$ cat config.mk
export PLATFORM = sky130hd
export DESIGN_NAME = frame_streamer_flat
export DESIGN_NICKNAME = d
export VERILOG_FILES = /design/src/rtl/frame_streamer_if.sv /design/src/rtl/frame_streamer.sv /design/src/flat_wrapper.sv
export SDC_FILE = /design/constraint.sdc
export NUM_CORES = 1
export LEC_CHECK = 0
export ABC_AREA = 1
export BUFFER_PORTS_ARGS = -buffer_cell sky130_fd_sc_hd__buf_2
export CELL_PAD_IN_SITES_DETAIL_PLACEMENT = 1
export CELL_PAD_IN_SITES_GLOBAL_PLACEMENT = 1
export CORE_MARGIN = 2
export CORE_UTILIZATION = 25
export CTS_CLUSTER_DIAMETER = 120
export CTS_CLUSTER_SIZE = 40
export DETAILED_ROUTE_END_ITERATION = 12
export HOLD_SLACK_MARGIN = 0.15
export PLACE_DENSITY_LB_ADDON = 0.12
export SYNTH_ARGS = -nofsm -noshare
export SYNTH_HDL_FRONTEND = slang
export SYNTH_SLANG_ARGS = --single-unit
$ cat constraint.sdc
create_clock -name clk -period 3.7 [get_ports clk]
set_input_delay 0.74 -clock clk [delete_from_list [all_inputs] [get_ports clk]]
set_output_delay 0.74 -clock clk [all_outputs]
set_load 0.05 [all_outputs]
$ cat src/rtl/frame_streamer_if.sv
// frame_streamer_if: bundles the frame-buffer read port and the outgoing
// pixel stream of the frame streamer.
//   RAM read : rd_en, rd_addr ({y,x}) out of the streamer; rd_data back in
//              one cycle after rd_en.
//   Stream   : m_valid/m_ready handshake carrying m_data, m_sof, m_eol.
// master = streamer side, slave = RAM + display side.
interface frame_streamer_if #(
  parameter int DATA_W = 24,
  parameter int X_W    = 10,
  parameter int Y_W    = 10
);
  logic                 rd_en;
  logic [X_W+Y_W-1:0]   rd_addr;
  logic [DATA_W-1:0]    rd_data;
  logic                 m_valid;
  logic                 m_ready;
  logic [DATA_W-1:0]    m_data;
  logic                 m_sof;
  logic                 m_eol;

  modport master (
    output rd_en, rd_addr, m_valid, m_data, m_sof, m_eol,
    input  rd_data, m_ready
  );

  modport slave (
    input  rd_en, rd_addr, m_valid, m_data, m_sof, m_eol,
    output rd_data, m_ready
  );
endinterface

$ cat src/rtl/frame_streamer.sv
// frame_streamer: read side of the Mandelbrot frame buffer. On start it
// reads every pixel of an x_size by y_size frame in raster order (x fastest)
// and emits it as a valid/ready stream tagged with start-of-frame and
// end-of-line markers.
// Ports:
//   clk, rst      clock (rising edge), asynchronous active-low reset
//   start         frame-ready pulse, only honoured in IDLE
//   x_size/y_size frame geometry, latched when start is accepted
//   bus           frame_streamer_if.master: RAM read port + pixel stream
//   busy          high from accepted start until the DONE cycle
//   done          one-cycle pulse after the last pixel handshake
module frame_streamer #(
  parameter int DATA_W = 24,
  parameter int X_W    = 10,
  parameter int Y_W    = 10
) (
  input  logic                  clk,
  input  logic                  rst,
  input  logic                  start,
  input  logic [X_W-1:0]        x_size,
  input  logic [Y_W-1:0]        y_size,
  frame_streamer_if.master      bus,
  output logic                  busy,
  output logic                  done
);
  typedef enum logic [1:0] {IDLE, STREAM, DRAIN, DONE} state_t;

  localparam logic [X_W-1:0] X_ONE = X_W'(1);
  localparam logic [Y_W-1:0] Y_ONE = Y_W'(1);

  state_t state_q, state_d;

  logic [X_W-1:0] xs, x;
  logic [Y_W-1:0] ys, y;
  logic           last_x, last_y;

  // one read in flight: its markers ride alongside the RAM latency
  logic           p_vld, p_sof, p_eol;

  // 2-entry skid FIFO of {data, sof, eol}
  logic [DATA_W-1:0] mem_data [2];
  logic              mem_sof  [2];
  logic              mem_eol  [2];
  logic              wr_ptr, rd_ptr;
  logic [1:0]        count;
  logic              pop;
  logic [2:0]        occ;

  assign last_x = (x == xs - X_ONE);
  assign last_y = (y == ys - Y_ONE);

  assign bus.m_valid = (count != 2'd0);
  assign pop         = bus.m_valid & bus.m_ready;
  assign bus.m_data  = bus.m_valid ? mem_data[rd_ptr] : '0;
  assign bus.m_sof   = bus.m_valid & mem_sof[rd_ptr];
  assign bus.m_eol   = bus.m_valid & mem_eol[rd_ptr];

  // Slots already committed after this cycle's pop; issuing only below 2
  // guarantees every landing read has a free FIFO entry.
  assign occ        = {1'b0, count} + {2'b0, p_vld} - {2'b0, pop};
  assign bus.rd_en  = (state_q == STREAM) && (occ < 3'd2);
  assign bus.rd_addr = bus.rd_en ? {y, x} : '0;

  assign busy = (state_q == STREAM) || (state_q == DRAIN);
  assign done = (state_q == DONE);

  always_comb begin
    state_d = state_q;
    case (state_q)
      IDLE:   if (start) state_d = (x_size == '0 || y_size == '0) ? DONE : STREAM;
      STREAM: if (bus.rd_en && last_x && last_y) state_d = DRAIN;
      // finish on the handshake of the final buffered pixel
      DRAIN:  if (!p_vld && (count == 2'd0 || (count == 2'd1 && pop))) state_d = DONE;
      DONE:   state_d = IDLE;
      default: state_d = IDLE;
    endcase
  end

  always_ff @(posedge clk or negedge rst) begin
    if (!rst) state_q <= IDLE;
    else      state_q <= state_d;
  end

  always_ff @(posedge clk or negedge rst) begin
    if (!rst) begin
      xs <= '0; ys <= '0; x <= '0; y <= '0;
    end else if (state_q == IDLE && start) begin
      xs <= x_size; ys <= y_size; x <= '0; y <= '0;
    end else if (bus.rd_en) begin
      // on the final address x wraps but y holds; STREAM is left anyway
      if (last_x) begin
        x <= '0;
        if (!last_y) y <= y + Y_ONE;
      end else begin
        x <= x + X_ONE;
      end
    end
  end

  always_ff @(posedge clk or negedge rst) begin
    if (!rst) begin
      p_vld <= 1'b0; p_sof <= 1'b0; p_eol <= 1'b0;
      wr_ptr <= 1'b0; rd_ptr <= 1'b0; count <= 2'd0;
    end else begin
      p_vld <= bus.rd_en;
      p_sof <= (x == '0) && (y == '0);
      p_eol <= last_x;
      if (p_vld) wr_ptr <= ~wr_ptr;
      if (pop)   rd_ptr <= ~rd_ptr;
      count <= count + {1'b0, p_vld} - {1'b0, pop};
    end
  end

  // storage needs no reset: m_* are gated by m_valid
  always_ff @(posedge clk) begin
    if (p_vld) begin
      mem_data[wr_ptr] <= bus.rd_data;
      mem_sof[wr_ptr]  <= p_sof;
      mem_eol[wr_ptr]  <= p_eol;
    end
  end
endmodule

$ cat src/flat_wrapper.sv
// flat-port wrapper written by rule: the top's interface ports become plain ports
module frame_streamer_flat 
#(
  parameter int DATA_W = 24,
  parameter int X_W    = 10,
  parameter int Y_W    = 10
)
  (clk, rst, start, x_size, y_size, busy, done, bus_rd_en, bus_rd_addr, bus_m_valid, bus_m_data, bus_m_sof, bus_m_eol, bus_rd_data, bus_m_ready);
  frame_streamer_if #(.DATA_W(DATA_W), .X_W(X_W), .Y_W(Y_W)) bus_i ();
  input  logic clk;
  input  logic rst;
  input  logic start;
  input  logic [X_W-1:0] x_size;
  input  logic [Y_W-1:0] y_size;
  output logic busy;
  output logic done;
  output wire logic [$bits(bus_i.rd_en)-1:0] bus_rd_en;
  output wire logic [$bits(bus_i.rd_addr)-1:0] bus_rd_addr;
  output wire logic [$bits(bus_i.m_valid)-1:0] bus_m_valid;
  output wire logic [$bits(bus_i.m_data)-1:0] bus_m_data;
  output wire logic [$bits(bus_i.m_sof)-1:0] bus_m_sof;
  output wire logic [$bits(bus_i.m_eol)-1:0] bus_m_eol;
  input wire logic [$bits(bus_i.rd_data)-1:0] bus_rd_data;
  input wire logic [$bits(bus_i.m_ready)-1:0] bus_m_ready;
  assign bus_rd_en = bus_i.rd_en;
  assign bus_rd_addr = bus_i.rd_addr;
  assign bus_m_valid = bus_i.m_valid;
  assign bus_m_data = bus_i.m_data;
  assign bus_m_sof = bus_i.m_sof;
  assign bus_m_eol = bus_i.m_eol;
  assign bus_i.rd_data = bus_rd_data;
  assign bus_i.m_ready = bus_m_ready;
  frame_streamer #(.DATA_W(DATA_W), .X_W(X_W), .Y_W(Y_W)) u_core (.clk(clk), .rst(rst), .start(start), .x_size(x_size), .y_size(y_size), .bus(bus_i), .busy(busy), .done(done));
endmodule
[Word-level counts from Yosys, hierarchy flattened]
Memories as Yosys holds them, arrays and structs flattened.
Index checks and enable logic that the tools add are counted.
Storage, ports and cells
  register bits after elaboration: 49
  latch bits: 0
  RAM bits: 52
  bits in read-only memories: 0
  bits of input ports: 48
  output and inout port bits: 50
  logic and storage cells: 76
  memories kept: 3
Memories
  u_core.mem_data: words 2, width 24, read ports 1, clocked after Yosys merged registers in 0, wr ports 1, RTL line frame_streamer.sv:41  | logic [DATA_W-1:0] mem_data [2];
  u_core.mem_eol: words 2, width 1, read ports 1, clocked after Yosys merged registers in 0, wr ports 1, RTL line frame_streamer.sv:43  | logic mem_eol [2];
  u_core.mem_sof: words 2, width 1, read ports 1, clocked after Yosys merged registers in 0, wr ports 1, RTL line frame_streamer.sv:42  | logic mem_sof [2];
Operators by class
  add/subtract/negate cells: 8
  multipliers: 0
  divide/modulo/power cells: 0
  order comparisons: 1
  equal/unequal tests: 10
  shifts and indexed selects: 0
  multiplexer cells: 16
  bitwise gates (word level): 5
  reductions and logical operators: 22
Operator list (number)
  $mux 10: 7
  $logic_not 10->1: 4
  $mux 24: 1
  $add 10x1->10 const B: 2
  $eq 10x10->1: 2
  $mux 20: 1
  $sub 10x1->10 const B: 2
  $mux 2: 4
  $ne 2x2->1 const B: 4
  $pmux 2 s4: 1
  $logic_and 1x1->1: 7
  $reduce_and 3->1: 2
  $reduce_bool 2->1: 3
  $eq 2x1->1 const B: 2
  $eq 2x2->1 const B: 2
  $logic_not 2->1: 2
  $add 2x1->3: 1
  $and 1x1->1: 3
  $logic_or 1x1->1: 3
  $lt 3x2->1 const B: 1
  $sub 3x1->3: 1
  $add 2x1->2: 1
  $mux 1: 2
  $not 1->1: 2
  other kinds (2): 2

[Logic depth before layout (Yosys ltp)]
Gate-level depths: netlist of run 1.
  depth in word-level cells: 9
  mapped depth: 16
  gate-level depth less buffers: 16

[Worst setup path before layout of run 1]
No wires, ideal clock.
  path type: register -> output
  start point: register u_core.count[1]
  end point: output bus_rd_addr[10]
  data arrival time: 3.774 ns
  required time: 2.960 ns
  slack: -0.814 ns
  cell stages (with the launch flop): 13
  buffers on the path: 2
  cell sequence: dfrtp_1 nor2_1 nor2_1 ha_1 inv_1 ha_1 fa_1 nor3b_1 and2_1 inv_1 clkbuf_1 buf_2 nor2_1
On the way
  cells in the longest elaborated chain, start to end: 6
  elaborated cells between the ends (all ways): 7
  classes of those cells: add/sub: 2; order compare: 1; mux: 1; bitwise: 1; reduce/logical: 2
Ends and longest elaborated chain
  start, declared: RTL line frame_streamer.sv:45  | logic [1:0] count;
  start signal, assigned: RTL line frame_streamer.sv:110  | count <= count + {1'b0, p_vld} - {1'b0, pop};
  $reduce_bool 2->1: RTL line frame_streamer.sv:52  | assign bus.m_valid = (count != 2'd0);
  $and 1x1->1: RTL line frame_streamer.sv:53  | assign pop = bus.m_valid & bus.m_ready;
  net u_core.pop: RTL line frame_streamer.sv:46  | logic pop;
  $sub 3x1->3: RTL line frame_streamer.sv:60  | assign occ = {1'b0, count} + {2'b0, p_vld} - {2'b0, pop};
  net u_core.occ[1]: RTL line frame_streamer.sv:47  | logic [2:0] occ;
  $lt 3x2->1: RTL line frame_streamer.sv:61  | assign bus.rd_en = (state_q == STREAM) && (occ < 3'd2);
  $logic_and 1x1->1: RTL line frame_streamer.sv:61
  net bus_rd_en: RTL line flat_wrapper.sv:17  | output wire logic [$bits(bus_i.rd_en)-1:0] bus_rd_en;
  $mux 20: RTL line frame_streamer.sv:62  | assign bus.rd_addr = bus.rd_en ? {y, x} : '0;
  end, declared: RTL line flat_wrapper.sv:18  | output wire logic [$bits(bus_i.rd_addr)-1:0] bus_rd_addr;
The timed path passes the listed nets, and every way through them passes these cells.

[Final worst setup path of run 1]
  start point: input bus_m_ready
  end point: output bus_rd_addr[2]
On the way
  cells in the longest elaborated chain, start to end: 5
Ends and longest elaborated chain
  start, declared: RTL line flat_wrapper.sv:24  | input wire logic [$bits(bus_i.m_ready)-1:0] bus_m_ready;
  $and 1x1->1: RTL line frame_streamer.sv:53
  net u_core.pop: RTL line frame_streamer.sv:46
  $sub 3x1->3: RTL line frame_streamer.sv:60
  net u_core.occ[1]: RTL line frame_streamer.sv:47
  $lt 3x2->1: RTL line frame_streamer.sv:61
  $logic_and 1x1->1: RTL line frame_streamer.sv:61
  $mux 20: RTL line frame_streamer.sv:62
The timed path passes the listed nets, and every way through them passes these cells.

==> results of run 1 <==
-- power by group --
| group | internal [mW] | switching, mW |
|---|---|---|
| clock | 0.488 | 0.502 |
| combinational | 0.830 | 2.25 |
| sequential | 1.50 | 0.237 |
| total | 2.81 | 2.99 |
-- per-layer routing --
layer | vias up | track usage, %
li1 | 2335 | -
met4 | 2 | 4.851
met1 | 2321 | 19.56
met3 | 19 | 2.446
met5 | - | 0
met2 | 105 | 24.15
-- cell usage in the layout, fill, tap and decap left out, types with 13 or more instances in the layout --
cell type / netlist / routed
dfrtp_1: 49 / 48
o21ai_0: 18 / 18
buf_4: 0 / 23
nor2_4: 4 / 15
a21oi_1: 30 / 30
nor2_1: 68 / 45
edfxtp_1: 52 / 52
inv_1: 65 / 64
ha_1: 13 / 13
nand3_1: 40 / 40
buf_2: 3 / 77
nor2_2: 5 / 17
nand2_1: 201 / 201
xor2_1: 19 / 19
-- area by class of cell --
class,count,area [um2],area share [%]
Inverter,75,289.0,4.208
Sequential cell,101,2789,40.60
Clock buffer,9,225.2,3.279
Tap cell,280,350.3,5.100
Clock inverter,7,81.33,1.184
Timing Repair Buffer,109,659.4,9.599
Multi-Input combinational cell,464,2475,36.03
-- per-stage QoR --
stage          hold WS [ns]  utilization (%)  cell area [um2]  worst slack, ns  total power [mW]
2_1_floorplan        0.4204                -             5632          0.01223             4.063
3_3_place_gp         0.4351            29.81             6465          0.02076             4.791
3_5_place_dp         0.4415            29.81             6465         -0.05386             4.860
4_1_cts              0.4322            31.25             6777          0.03096             5.893
5_1_grt              0.4490            31.67             6869         -0.01312             6.296
6_report             0.3995            31.67             6869           0.1659             5.802
-- flip-flops by register name, indices dropped and copies added, names as in the netlist, 2 cells and up --
name and count:
u_core.xs 10, u_core.mem_data 48, u_core.ys 10, u_core.x 10
u_core.mem_sof 2, u_core.state_q 2, u_core.mem_eol 2, u_core.count 2
u_core.y 10
-- worst max-delay path by stage --
| stage | from | end |
|---|---|---|
| after detailed placement | bus_m_ready | bus_rd_addr[0] |
| after global placement | bus_m_ready | bus_rd_addr[0] |
| after floorplan | bus_m_ready | bus_rd_addr[10] |
| final | bus_m_ready | bus_rd_addr[2] |
| after global routing | u_core.count[1] | bus_rd_addr[2] |
| after CTS | u_core.count[1] | bus_rd_addr[10] |
-- worst max-delay path, cell delays in order --
cell	delay (ns)
buf_2	0.11
inv_1	0.09
nor2_2	0.06
ha_1	0.27
inv_1	0.04
ha_1	0.19
fa_1	0.48
nor3b_2	0.17
and2_4	0.19
inv_8	0.11
nor2_2	0.12
buf_4	0.21
-- kinds of logic after synthesis --
logic type | count (synthesis)
and+or+nand+nor | 363
xor gates and xnor gates | 25
buffers and inverters | 92
DFF | 101
adders and majority gates | 14
AOI/OAI and AO/OA | 62
-- what timing repair did --
item | in CTS | in global routing
setup endpoints to repair | 20 | 20
gates resized for setup | 2 | 51
hold buffers | 0 | 0
pin swaps | 0 | 1
==> impl_metrics.prom, run 1 <==
# TYPE chip_impl_metric gauge
chip_impl_metric{name="ant_nets",unit=""} 0
chip_impl_metric{name="syn-instance-count",unit=""} 657
chip_impl_metric{name="clock_sinks",unit=""} 101
chip_impl_metric{name="routed_wire_length_per_instance",unit="um"} 15.80
chip_impl_metric{name="setup_viol",unit=""} 0
chip_impl_info{name="outcome",value="complete, no violations"} 1
chip_impl_metric{name="power-per-cell-area",unit="nW/um2"} 844.6
chip_impl_metric{name="synthArstFlopShare",unit="%"} 48.51
chip_impl_info{name="yosys-top-cells-area",value="edfxtp_1 (28%), dfrtp_1 (22%), nand2_1 (14%), nor2_1 (4.6%), inv_1 (4.4%)"} 1
chip_impl_metric{name="wl",unit="um"} 16510
chip_impl_metric{name="drt_pass1_iterations",unit=""} 4
chip_impl_info{name="uppermost_routed_layer",value="met5"} 1
chip_impl_metric{name="grt_antenna_before_repair",unit=""} 1
chip_impl_info{name="synthMostInstantiatedCell",value="nand2_1"} 1
chip_impl_info{name="worst_hold_path_type",value="input port to asynchronous set/reset pin"} 1
chip_impl_info{name="rr_startpoint",value="u_core.count[1]"} 1
chip_impl_metric{name="timing.final.max_slew_violations",unit=""} 0
chip_impl_metric{name="timing.critical_path.fanout_max",unit=""} 23
chip_impl_metric{name="reg2reg_slack",unit="ns"} 0.84
chip_impl_metric{name="synth_xor_xnor_area_share",unit="%"} 4.118
chip_impl_metric{name="finalNetCount",unit=""} 822
chip_impl_info{name="type_of_element_capturing_the_critical_path",value="primary output"} 1
chip_impl_info{name="synthDominantAreaCellType",value="edfxtp_1"} 1
chip_impl_metric{name="adder_cell_fraction_of_synth_area",unit="%"} 3.322
chip_impl_metric{name="synth-warning-count",unit=""} 0
chip_impl_metric{name="fin_crit",unit="ns"} 3.534
chip_impl_metric{name="synth.net_count",unit=""} 719
chip_impl_metric{name="layout-area-overhead-vs-synth",unit="%"} 24.91
chip_impl_metric{name="port_buffers",unit=""} 97
chip_impl_metric{name="hold_violations_final",unit=""} 0
chip_impl_info{name="yosys_most_used_dff",value="edfxtp_1"} 1
chip_impl_metric{name="synthMuxAreaShare",unit="%"} 0
chip_impl_metric{name="detail_route.drc_violations",unit=""} 0
chip_impl_metric{name="share_of_final_layout_standard_cells_stronger_than_drive_strength_1",unit="%"} 24.44
chip_impl_metric{name="timing.clock.skew",unit="ns"} 0.01703
chip_impl_info{name="setup.worst_path.start_class",value="input port"} 1
chip_impl_metric{name="per_cell_via_count_in_the_routed_design",unit=""} 4.576
chip_impl_metric{name="fp.coreArea",unit="um2"} 21690
chip_impl_metric{name="final_cell_count_no_fill",unit=""} 1045
chip_impl_info{name="timing.setup.critical_path_class",value="input port to primary output"} 1
chip_impl_metric{name="dr_total_vias",unit=""} 4782
chip_impl_metric{name="synth-simple-area-share",unit="%"} 29.24
chip_impl_metric{name="met3_wirelength",unit="um"} 594
chip_impl_info{name="tritoncts",value="built"} 1
chip_impl_metric{name="timing.slew.headroom",unit="%"} 32.63
chip_impl_metric{name="cts-buffers-inserted",unit=""} 9
chip_impl_metric{name="seq_area_frac_synth",unit="%"} 50.69
chip_impl_metric{name="gpl.final_weighted_congestion",unit=""} 0.8003
chip_impl_metric{name="chipHeight",unit="um"} 152.3
chip_impl_metric{name="grt_start_max_net_pins",unit=""} 28
chip_impl_metric{name="dp_cells",unit=""} 1029
chip_impl_metric{name="compound_cell_area_share_of_the_yosys_netlist",unit="%"} 6.143
chip_impl_metric{name="clk-insertion-delay-late",unit="ns"} 0.36
chip_impl_info{name="largest_family_of_logic_cells_by_synthesized_area",value="simple AND/OR/NAND/NOR gates"} 1
chip_impl_metric{name="grt_use_total",unit="%"} 14.63
chip_impl_metric{name="first_global_vias",unit=""} 5091
chip_impl_metric{name="ios",unit=""} 98
chip_impl_metric{name="max-cap-violations",unit=""} 0
chip_impl_info{name="worst_r2r_endpoint",value="u_core.x[7]"} 1
chip_impl_metric{name="cp_data_required_time",unit="ns"} 2.96
chip_impl_metric{name="htree_num_levels",unit=""} 3
chip_impl_metric{name="insertedDiodeCount",unit=""} 0
chip_impl_metric{name="filler_cell_count",unit=""} 2577
chip_impl_metric{name="fmaxAchievable",unit="GHz"} 0.2830
chip_impl_metric{name="first_iter_violations",unit=""} 141
chip_impl_metric{name="cts.repair_timing.setup_buffer_count",unit=""} 0
chip_impl_metric{name="worst_setup_hold_path_clk_slew",unit="ns"} 0.08
chip_impl_metric{name="critPathArrivalTime",unit="ns"} 2.79
chip_impl_metric{name="cts.path.max_buffers",unit=""} 2
chip_impl_metric{name="tightestPinTransition",unit="ns"} 1.001
chip_impl_metric{name="totalNegativeSetupSlack",unit="ns"} 0
chip_impl_metric{name="overflow",unit=""} 0
chip_impl_metric{name="grt_first_pass_wirelength",unit="um"} 26980
chip_impl_metric{name="power.static_leakage",unit="nW"} 3.075
chip_impl_metric{name="number_of_flops_mapped_to_enable_cells_by_yosys",unit=""} 52
chip_impl_metric{name="fp-row-count",unit=""} 54
chip_impl_metric{name="routedLengthMet1",unit="um"} 7750
chip_impl_metric{name="worstRegToRegCells",unit=""} 13
chip_impl_metric{name="die_area",unit="um2"} 23200
chip_impl_metric{name="mappedNetlistArea",unit="um2"} 5499
chip_impl_metric{name="synth_cell_types",unit=""} 41
chip_impl_metric{name="synthDominantCellAreaShare",unit="%"} 28.40
chip_impl_metric{name="period_share",unit="%"} 95.52
chip_impl_metric{name="initial_core_util",unit="%"} 25.35
chip_impl_metric{name="vdd_drop_max",unit="mV"} 0.2456
chip_impl_metric{name="yosys_register_bits",unit=""} 101
chip_impl_metric{name="place_hpwl",unit="um"} 12350
chip_impl_info{name="netlist_top_cells_count",value="nand2_1 (201), nor2_1 (68), inv_1 (65)"} 1
chip_impl_metric{name="fp.dieW",unit="um"} 152.3
chip_impl_info{name="ctsRootBufferMaster",value="clkbuf_16"} 1
chip_impl_metric{name="syn-mean-instance-area",unit="um2"} 8.370
chip_impl_metric{name="dr_wl_met2",unit="um"} 7848
No activity file was read; power rests on OpenSTA's default activity.
==> inputs of run 2 (changes only) <==
==> constraint.sdc (replaced) <==
create_clock -name clk -period 4 [get_ports clk]
set_input_delay 0.8 -clock clk [delete_from_list [all_inputs] [get_ports clk]]
set_output_delay 0.8 -clock clk [all_outputs]
set_load 0.05 [all_outputs]
==> run 2 against run 1 <==
Compared with the run above:
- via count is 1.1% lower
- clock skew is 0.00069 ns lower
- sequential power is 7% lower
- total power is 8.1% lower
- sequential cell count stayed put
- core utilization is 0.44 points lower
- cell count is 0.38% lower
- clock power is 8.3% lower
- hold slack better by 0.066 ns
- combinational power is 8.4% lower
- largest cell class unchanged
==> impl_metrics.prom, run 2 (synthesized netlist as in run 1, its figures left out) <==
# TYPE chip_impl_metric gauge
chip_impl_info{name="rr_startpoint",value="u_core.count[1]"} 1
chip_impl_info{name="ctsRootBufferMaster",value="clkbuf_16"} 1
chip_impl_metric{name="worst_setup_hold_path_clk_slew",unit="ns"} 0.09
chip_impl_metric{name="fp-row-count",unit=""} 54
chip_impl_info{name="timing.critical_path.cells",value="buf_2 > inv_1 > nor2_2 > ha_1 > inv_1 > ha_1 > fa_1 > nor3b_1 > and2_4 > inv_1 > buf_12 > nor2_4 > buf_2"} 1
chip_impl_info{name="crit_top_cell",value="inv_1"} 1
chip_impl_metric{name="fmaxAchievable",unit="GHz"} 0.2601
chip_impl_metric{name="overflow",unit=""} 0
chip_impl_metric{name="ios",unit=""} 98
chip_impl_metric{name="power-per-cell-area",unit="nW/um2"} 787.2
chip_impl_metric{name="worst_slack",unit="ns"} 0.1547
chip_impl_metric{name="first_global_vias",unit=""} 5134
chip_impl_metric{name="cts.path.max_buffers",unit=""} 2
chip_impl_metric{name="hold_violations_final",unit=""} 0
chip_impl_metric{name="pwr-share-comb",unit="%"} 52.8
chip_impl_metric{name="drt_pass1_iterations",unit=""} 4
chip_impl_info{name="tritoncts",value="built"} 1
chip_impl_metric{name="power.switching",unit="mW"} 2.741
chip_impl_info{name="grt_setup_unrepaired",value="false"} 1
chip_impl_info{name="type_of_element_capturing_the_critical_path",value="primary output"} 1
chip_impl_metric{name="port_buffers",unit=""} 97
chip_impl_metric{name="tightestPinTransition",unit="ns"} 1.124
chip_impl_metric{name="switching_share",unit="%"} 51.41
chip_impl_metric{name="period_share",unit="%"} 96.13
chip_impl_metric{name="routed_wire_length_per_instance",unit="um"} 15.94
chip_impl_metric{name="cts-buffers-inserted",unit=""} 9
chip_impl_metric{name="detail_route.drc_violations",unit=""} 0
chip_impl_metric{name="worst_setup_slack_before_clock_tree_synthesis",unit="ns"} 0.07493
chip_impl_metric{name="dr_total_vias",unit=""} 4728
chip_impl_metric{name="per_cell_via_count_in_the_routed_design",unit=""} 4.542
chip_impl_metric{name="share_of_final_layout_standard_cells_stronger_than_drive_strength_1",unit="%"} 23.52
chip_impl_metric{name="chipHeight",unit="um"} 152.3
chip_impl_info{name="timing.setup.critical_path_class",value="input port to primary output"} 1
chip_impl_metric{name="initial_core_util",unit="%"} 25.35
chip_impl_metric{name="vdd_drop_max",unit="mV"} 0.2754
chip_impl_info{name="final_common_cell",value="nand2_1"} 1
chip_impl_metric{name="wl",unit="um"} 16600
chip_impl_metric{name="timing.critical_path.fanout_max",unit=""} 16
chip_impl_metric{name="clk-insertion-delay-late",unit="ns"} 0.36
chip_impl_info{name="setup.worst_path.start",value="bus_m_ready"} 1
chip_impl_metric{name="filler_cell_count",unit=""} 2596
chip_impl_metric{name="timing.clock.skew",unit="ns"} 0.01633
chip_impl_metric{name="critPathArrivalTime",unit="ns"} 3.05
chip_impl_metric{name="timing.final.max_slew_violations",unit=""} 0
chip_impl_info{name="worst_hold_path_type",value="flop to flop"} 1
chip_impl_metric{name="fp.dieW",unit="um"} 152.3
chip_impl_metric{name="hold_bufs_inserted_after_cts",unit=""} 0
chip_impl_metric{name="grt_first_pass_wirelength",unit="um"} 27770
chip_impl_metric{name="place_hpwl",unit="um"} 12290
chip_impl_metric{name="totalNegativeSetupSlack",unit="ns"} 0
chip_impl_metric{name="grt_use_total",unit="%"} 14.96
chip_impl_metric{name="slowest_delay",unit="ns"} 0.46
chip_impl_metric{name="finalNetCount",unit=""} 818
chip_impl_metric{name="layout-area-overhead-vs-synth",unit="%"} 23.16
chip_impl_metric{name="grt_antenna_before_repair",unit=""} 0
chip_impl_metric{name="fin_crit",unit="ns"} 3.845
chip_impl_info{name="worst_min_delay_path_startpoint",value="u_core.p_eol"} 1
chip_impl_metric{name="ant_nets",unit=""} 0
chip_impl_metric{name="clock_sinks",unit=""} 101
chip_impl_metric{name="number_of_flip_flops_under_the_largest_register_name",unit=""} 48
chip_impl_metric{name="max-cap-violations",unit=""} 0
chip_impl_metric{name="cp_data_required_time",unit="ns"} 3.20
chip_impl_metric{name="first_iter_violations",unit=""} 126
chip_impl_metric{name="timing.slew.headroom",unit="%"} 24.99
chip_impl_metric{name="fp.coreArea",unit="um2"} 21690
chip_impl_info{name="crit_slowest_cell",value="fa_1"} 1
chip_impl_metric{name="htree_num_levels",unit=""} 3
chip_impl_info{name="registers.top_by_ff_count",value="u_core.mem_data"} 1
chip_impl_metric{name="die_area",unit="um2"} 23200
chip_impl_info{name="setup.worst_path.start_class",value="input port"} 1
chip_impl_metric{name="power.static_leakage",unit="nW"} 3.035
chip_impl_metric{name="cts.repair_timing.setup_buffer_count",unit=""} 0
chip_impl_metric{name="setup_viol",unit=""} 0
chip_impl_info{name="outcome",value="complete, no violations"} 1
chip_impl_metric{name="multi_input_gate_area",unit="um2"} 2462
chip_impl_metric{name="gpl.final_weighted_congestion",unit=""} 0.7989
chip_impl_metric{name="clock_power_share",unit="%"} 17.1
chip_impl_info{name="most-common-layout-cells",value="nand2_1 (201), buf_2 (84), inv_1 (65)"} 1
chip_impl_metric{name="internal_pwr_total",unit="mW"} 2.591
chip_impl_metric{name="insertedDiodeCount",unit=""} 0
chip_impl_metric{name="sequentialPowerShare",unit="%"} 30.1
chip_impl_metric{name="layout.area.seq",unit="um2"} 2788
chip_impl_metric{name="grt_start_max_net_pins",unit=""} 40
==> run 2: cell types whose count changed in the layout (fill, tap and decap cells not counted), sizes merged <==
cell      delta
buf         -17
clkbuf      +13
clkinv       +1
clkinvlp     +1
inv          -2
==> run 2: power by group through the flow <==
| stage | registers, mW | logic [mW] | clock network [mW] |
|---|---|---|---|
| after global placement | 1.62 | 2.80 | 0 |
| after floorplan | 1.56 | 2.17 | 0 |
| final | 1.61 | 2.82 | 0.909 |
| after global routing | 1.65 | 3.18 | 0.982 |
| after detailed placement | 1.63 | 2.88 | 0 |
| after CTS | 1.61 | 2.89 | 0.934 |
==> run 2: what timing repair did <==
action	in CTS	in global routing
hold endpoints to repair	0	0
resized for setup	0	14
endpoints found under the setup margin	0	19
==> run 2: worst paths after layout <==
path	to	slack (ns)	cells past startpoint
setup / recovery	bus_rd_addr[11]	0.15	13
hold / removal	u_core.mem_eol[1]	0.47	0
setup reg to reg	u_core.y[9]	0.98	14
hold reg to reg	u_core.mem_eol[1]	0.47	0
max in group asynchronous	u_core.p_sof	2.61	2
min in group asynchronous	u_core.y[8]	0.62	1
==> run 2: cell type report <==
cell class | instances | area share, %
Clock inverter | 7 | 1.108
Clock buffer | 9 | 3.325
Multi-Input combinational cell | 464 | 36.36
Inverter | 75 | 4.157
Sequential cell | 101 | 41.16
Timing Repair Buffer | 105 | 8.720
Tap cell | 280 | 5.173
==> run 2: critical path, delay by kind of cell <==
family | cells | cell delay, ns
buffers and inverters | 6 | 0.76
AND/OR/NAND/NOR | 4 | 0.57
adder cells (fa/ha/maj) | 3 | 0.91
==> run 2: per-stage QoR <==
stage / hold WS [ns] / total power, mW / utilization (%) / cell area, um2 / std cells
floorplan: 0.4204 / 3.728 / - / 5607 / 657
CTS: 0.4616 / 5.430 / 31.07 / 6738 / 1041
global placement: 0.4321 / 4.425 / 29.68 / 6437 / 1025
global route: 0.4848 / 5.807 / 31.23 / 6773 / 1041
finish: 0.4656 / 5.332 / 31.23 / 6773 / 1041
detailed placement: 0.4347 / 4.507 / 29.68 / 6437 / 1025
==> run 2: layer usage <==
metal	up-vias	part of all wire, %	GRT usage (%)	wire length [um]
met5	-	0	0	0
met2	87	47	24.88	7826
met3	18	3.1	2.275	510
li1	2321	-	-	-
met1	2302	48	20.14	7956
met4	0	1.8	4.584	302
